===== config.mk =====
export PLATFORM = sky130hd
export DESIGN_NAME = mips32_hazard_scoreboard
export DESIGN_NICKNAME = d
export VERILOG_FILES = /design/src/rtl/mips32_pkg.sv /design/src/rtl/reg_wb_countdown.sv /design/src/rtl/mips32_hazard_scoreboard.sv
export SDC_FILE = /design/constraint.sdc
export NUM_CORES = 1
export LEC_CHECK = 0
export ABC_CLOCK_PERIOD_IN_PS = 3700
export BUFFER_PORTS_ARGS = -buffer_cell sky130_fd_sc_hd__buf_2
export CAP_MARGIN = 5
export CELL_PAD_IN_SITES_DETAIL_PLACEMENT = 1
export CELL_PAD_IN_SITES_GLOBAL_PLACEMENT = 1
export CORE_MARGIN = 5
export CORE_UTILIZATION = 48
export CTS_BUF_LIST = sky130_fd_sc_hd__clkbuf_4 sky130_fd_sc_hd__clkbuf_8 sky130_fd_sc_hd__clkbuf_16
export CTS_CLUSTER_SIZE = 10
export DETAILED_ROUTE_END_ITERATION = 8
export PLACE_DENSITY = 0.95
export SLEW_MARGIN = 20
export SYNTH_ARGS = -nofsm -noshare
export SYNTH_HDL_FRONTEND = slang
export SYNTH_SLANG_ARGS = --single-unit

===== constraint.sdc =====
create_clock -name clk1 -period 3.7 [get_ports clk1]
set_input_delay 0 -clock clk1 [delete_from_list [all_inputs] [get_ports clk1]]
set_output_delay 0 -clock clk1 [all_outputs]
set_load 0.02 [all_outputs]

===== src/rtl/mips32_pkg.sv =====
// Shared constants for the MIPS32 pipeline: default register-file geometry,
// write-back latency and operand read-ready point.
package mips32_pkg;

  localparam int NUM_REGS_DEF = 32;
  localparam int REG_AW       = $clog2(NUM_REGS_DEF);
  localparam int WB_LAT_DEF   = 3;
  localparam int READY_AT_DEF = 1;
  localparam int R0_IDX       = 0;

endpackage


===== src/rtl/reg_wb_countdown.sv =====
// Per-register write-pending countdown: loads the write-back latency when a
// producer issues, then counts down to zero and holds there.
module reg_wb_countdown #(
  parameter int CW       = 2,
  parameter int LOAD_VAL = 3
) (
  input  logic          clk1,
  input  logic          rst,
  input  logic          load,
  output logic [CW-1:0] cnt,
  output logic          busy
);

  localparam logic [CW-1:0] LV = CW'(LOAD_VAL);

  // A new load wins over the decrement so the newest write always sets the wait.
  always_ff @(posedge clk1 or posedge rst) begin
    if (rst) begin
      cnt <= '0;
    end else if (load) begin
      cnt <= LV;
    end else if (cnt != '0) begin
      cnt <= cnt - 1'b1;
    end
  end

  assign busy = (cnt != '0);

endmodule


===== src/rtl/mips32_hazard_scoreboard.sv =====
// Write-pending scoreboard beside the ID stage: stalls an instruction while
// any of its source registers still has a write in flight.
module mips32_hazard_scoreboard
  import mips32_pkg::*;
#(
  parameter int NUM_REGS = NUM_REGS_DEF,
  parameter int WB_LAT   = WB_LAT_DEF,
  parameter int READY_AT = READY_AT_DEF,
  parameter int STAT_W   = 32
) (
  input  logic                        clk1,
  input  logic                        rst,
  input  logic                        id_valid,
  input  logic [$clog2(NUM_REGS)-1:0] id_rs,
  input  logic [$clog2(NUM_REGS)-1:0] id_rt,
  input  logic                        id_uses_rs,
  input  logic                        id_uses_rt,
  input  logic [$clog2(NUM_REGS)-1:0] id_rd,
  input  logic                        id_writes_rd,
  input  logic                        id_kill,
  output logic                        stall,
  output logic                        issue,
  output logic [NUM_REGS-1:0]         busy_map,
  output logic [STAT_W-1:0]           stall_cycles
);

  localparam int AW = $clog2(NUM_REGS);
  localparam int CW = $clog2(WB_LAT + 1);

  logic [CW-1:0] cnt [NUM_REGS];
  logic          hz_rs;
  logic          hz_rt;
  logic          id_live;

  // R0 is hardwired to zero, so it never has a pending write.
  assign cnt[0]      = '0;
  assign busy_map[0] = 1'b0;

  for (genvar r = 1; r < NUM_REGS; r++) begin : g_reg
    reg_wb_countdown #(
      .CW       (CW),
      .LOAD_VAL (WB_LAT)
    ) u_cnt (
      .clk1 (clk1),
      .rst  (rst),
      .load (issue & id_writes_rd & (id_rd == AW'(r))),
      .cnt  (cnt[r]),
      .busy (busy_map[r])
    );
  end

  // Hazards look at the counters before this edge's load, so an instruction
  // reading its own destination waits only on the older producer.
  always_comb begin
    hz_rs   = id_uses_rs && (id_rs != AW'(R0_IDX)) && (int'(cnt[id_rs]) > READY_AT);
    hz_rt   = id_uses_rt && (id_rt != AW'(R0_IDX)) && (int'(cnt[id_rt]) > READY_AT);
    id_live = id_valid && !id_kill;
    stall   = id_live && (hz_rs || hz_rt);
    issue   = id_live && !stall;
  end

  always_ff @(posedge clk1 or posedge rst) begin
    if (rst) begin
      stall_cycles <= '0;
    end else if (stall && (stall_cycles != {STAT_W{1'b1}})) begin
      stall_cycles <= stall_cycles + 1'b1;
    end
  end

endmodule


==> impl_summary.txt <==
----------------------------------------------------
[Run status]
  Status ... finished clean

[CTS]
  CTS root buffer ... clkbuf_16
  Clk sink count ... 94
  CTS H-Tree Depth ... 3
  Clock latency on the worst-skew pair ... 0.35 ns
  TritonCTS clock tree ... built
  CTS buffer count ... 9
  Largest buffer count on any clock path ... 2
  Clock slew at the register clock pins of the worst setup and hold paths ... 0.06 ns

[GRT]
  Routing usage on met3 ... 6.83%
  Most Crowded Layer GR ... met2
  Number of antenna violations at the first check in global routing ... 1
  Combined global-route utilization of all metal layers ... 21.6%
  Met2 demand-to-capacity share in global routing ... 38.4%
  Maximum number of pins on one net before global-route repair ... 66
  Global-route wire length before repair ... 24800 um
  Number of global-route vias before repair ... 4896
  Residual overflow from global routing ... 0
  Fraction of met1 tracks used by global routing ... 24.8%

[Critical path]
  Worst path most repeated cell ... nand3_1
  Slack of the worst reg-to-reg path ... 0.80 ns
  Crit path required time ... 3.93 ns
  Worst path max stage delay ... 0.63 ns
  Crit path max-delay family ... simple AND/OR/NAND/NOR gates
  Kind of launch point of the worst setup path ... flop
  Number of buffers and inverters on the critical path ... 0
  Max FO, Critical Path ... 12
  Slowest CP cell ... nor3_1
  Worst Path Arrival ... 3.13 ns
  List of cells traversed by the critical path ... ha_1 -> nand3_1 -> nor3_1 -> nand3_1 -> o2111ai_2 -> nor2_1 -> xor2_1
  Crit Path Class ... reg -> reg
  Endpoint kind of the worst setup timing path ... flop

[Logic synthesis]
  Top cell type's share of synthesized area ... 40.1%
  Part of the Yosys area used for sequential elements ... 40.1%
  Synthesized area per cell ... 10.1 sq um
  Post-synth top area cell ... dfrtp_1
  Number of distinct library cells after synthesis ... 50
  Synth top area cells ... dfrtp_1 40%, ha_1 6.8%, inv_1 6.3%
  Number of standard cells after synthesis ... 582
  Post-synth EDFFs ... 0
  Combined area of all synthesized cells ... 5860 sq um
  Seq cells post-synth ... 94
  Synth async-reset ratio ... 100%
  Number of nets produced by synthesis ... 636
  Synth Warn # ... 0
  Dominant register cell in the synthesized netlist ... dfrtp_1

[STA]
  Unrepaired setup endpoints after global routing ... no
  Final period util ... 78.3%
  Final period demand of the worst path ... 2.90 ns
  Summed negative setup slack over all endpoints ... 0 ns
  Rel. slew slack ... 44.3%
  Highest clock rate ... 345 MHz
  Fin. max-slew vios ... 0
  Number of hold violations in the final report ... 0
  Number of setup violations in the final report ... 0
  Tightest Pin Transition ... 0.836 ns
  Worst clock skew ... 0.00596 ns

[Die]
  Area of the core ... 12000 sq um
  Die outline width ... 120 um
  Overall die area ... 14500 sq um
  Number of rows created at floorplan ... 40
  Count of boundary I/O pins ... 88
  Die height ... 120 um
  Initial Utilization ... 48.8%

[Drt]
  DR DRC count ... 0
  Via/cell ratio ... 5.63
  Number of nets still failing antenna checks after routing ... 0
  TritonRoute pass-1 iters ... 4
  Per-cell routed wire length ... 18.8 um
  Total wire length after detailed routing ... 14800 um
  Violation count after the first detailed-route iteration ... 197
  Vias after detailed routing ... 4442

[Placement]
  IO Port Bufs ... 86
  Number of placed instances with taps included ... 771
  DP Wirelength ... 11200 um
  Final Wtd Congestion ... 0.877

[Power and ir drop]
  Power consumption ... 5.40 mW
  Total power divided by cell area ... 834 nW/um^2
  Worst ir drop on vdd ... 0.377 mV
  Leakage power summed over all cells ... 3.34 nW

[Finish]
  Final Core Density ... 53.9%
  Layout-stage area growth over the synthesis result ... 10.5%
  Fraction of final layout cells with drive strength greater than 1 ... 19.8%
  NumNets Final ... 690
  Non-Filler Instances ... 789

[Flow run]
  Number of max-capacitance violations reported ... 0

[Hold path]
  Class of the worst hold path ... in -> reg

----------------------------------------------------
-- where the power goes --
group	leakage [nW]	switching (mW)	internal, mW	total, mW
Sequential	1.17	0.345	1.45	1.79
Clock	0.163	0.390	0.624	1.01
Combinational	2.01	1.44	1.15	2.59
Total	3.34	2.18	3.22	5.40
-- routing by layer --
metal / vias to the layer above / wire [um]
li1: 2048 / -
met4: 2 / 335
met5: - / 13
met1: 2250 / 5860
met3: 27 / 917
met2: 115 / 7720
-- cells in the mapped netlist (all sizes together), types with 15 or more instances --
master / number
inv: 98
dfrtp: 94
buf: 44
o21ai: 38
xor2: 38
ha: 32
mux2i: 30
xnor2: 24
o21bai: 22
nor2: 21
nand2: 20
nand4: 17
nand3: 16
and3: 15
-- cells by family (layout without fill, tap and decap cells) --
| kind of cell | after synthesis | count (layout) | synth area share (%) |
|---|---|---|---|
| xor gates and xnor gates | 62 | 62 | 9.27 |
| and+or+nand+nor | 117 | 117 | 12.1 |
| buffers and inverters | 145 | 204 | 12.4 |
| AOI/OAI and AO/OA | 89 | 89 | 9.97 |
| adders and majority gates | 32 | 32 | 6.83 |
| DFF | 94 | 94 | 40.1 |
| other | 1 | 2 | 0.0640 |
| muxes | 42 | 42 | 9.22 |
-- per-stage QoR --
stage	hold slack [ns]	setup WS, ns	area (sq um)
after floorplan	0.194	1.25	5860
after global placement	0.302	1.01	6140
after detailed placement	0.324	0.904	6140
after CTS	0.123	0.894	6470
after global routing	0.141	0.520	6470
final	0.133	0.802	6480
-- registers in the layout (all words and copies together), names as in the netlist --
signal,flops
stall_cycles,32
g.u_cnt.cnt,62
-- worst paths after layout --
path / from / endpoint / cells after the start
worst max-delay path: stall_cycles[0]$_DFFE_PP0P_ / stall_cycles[27]$_DFFE_PP0P_ / 7
worst min-delay path: id_rd[4] / g_reg[28].u_cnt.cnt[0]$_DFFE_PP0P_ / 3
worst max register to register: stall_cycles[0]$_DFFE_PP0P_ / stall_cycles[27]$_DFFE_PP0P_ / 7
worst min register to register: stall_cycles[30]$_DFFE_PP0P_ / stall_cycles[30]$_DFFE_PP0P_ / 1
max in group asynchronous: rst / g_reg[23].u_cnt.cnt[1]$_DFFE_PP0P_ / 4
min in group asynchronous: rst / g_reg[11].u_cnt.cnt[0]$_DFFE_PP0P_ / 3
-- worst register-to-register path: cells and delay by family, from the launching register on --
family	cells	cell delay (ns)
simple gates	4	1.42
flops	1	0.47
compound gates	1	0.38
fa+ha+maj	1	0.35
xor+xnor	1	0.16
-- cell usage in the layout (no fill, tap or decap), types with 2 or more instances in the layout --
master,Yosys,layout
nand3b_1,4,4
o21ai_2,3,3
mux4_2,8,8
bufinv_16,0,2
inv_1,98,97
xnor2_1,24,24
o211ai_1,4,4
o221ai_1,3,3
a31oi_1,3,3
and4_1,4,4
dfrtp_1,94,94
and3_1,15,15
nand2_1,20,20
nand4b_4,2,2
clkbuf_4,0,2
buf_4,34,3
o21ai_0,23,23
ha_1,32,32
nor3_1,7,7
o21ai_1,12,12
a311oi_1,3,3
and2_1,2,2
buf_2,3,86
o21bai_1,22,22
nand4_1,16,16
mux2_2,3,3
clkbuf_16,0,9
nand3_1,16,16
a22oi_1,2,2
xor2_1,38,38
mux2i_1,30,30
clkinv_2,0,2
a21oi_1,7,7
o2111ai_1,2,2
nor2_1,21,21
-- area by class of cell --
type	instances	area, sq um
Fill cell	1390	5540
Multi-Input combinational cell	343	2780
Sequential cell	94	2350
Timing Repair Buffer	90	463
Inverter	98	370
Clock buffer	12	254
Tap cell	147	184
Clock inverter	4	70.1
Antenna cell	1	2.50
-- what timing repair did --
item,in CTS,in global routing
hold endpoints to repair,64,0
buffers inserted,0,0
hold buffers,1,0
resized for setup,0,0
Note: power is estimated with default switching activity, not from simulation.
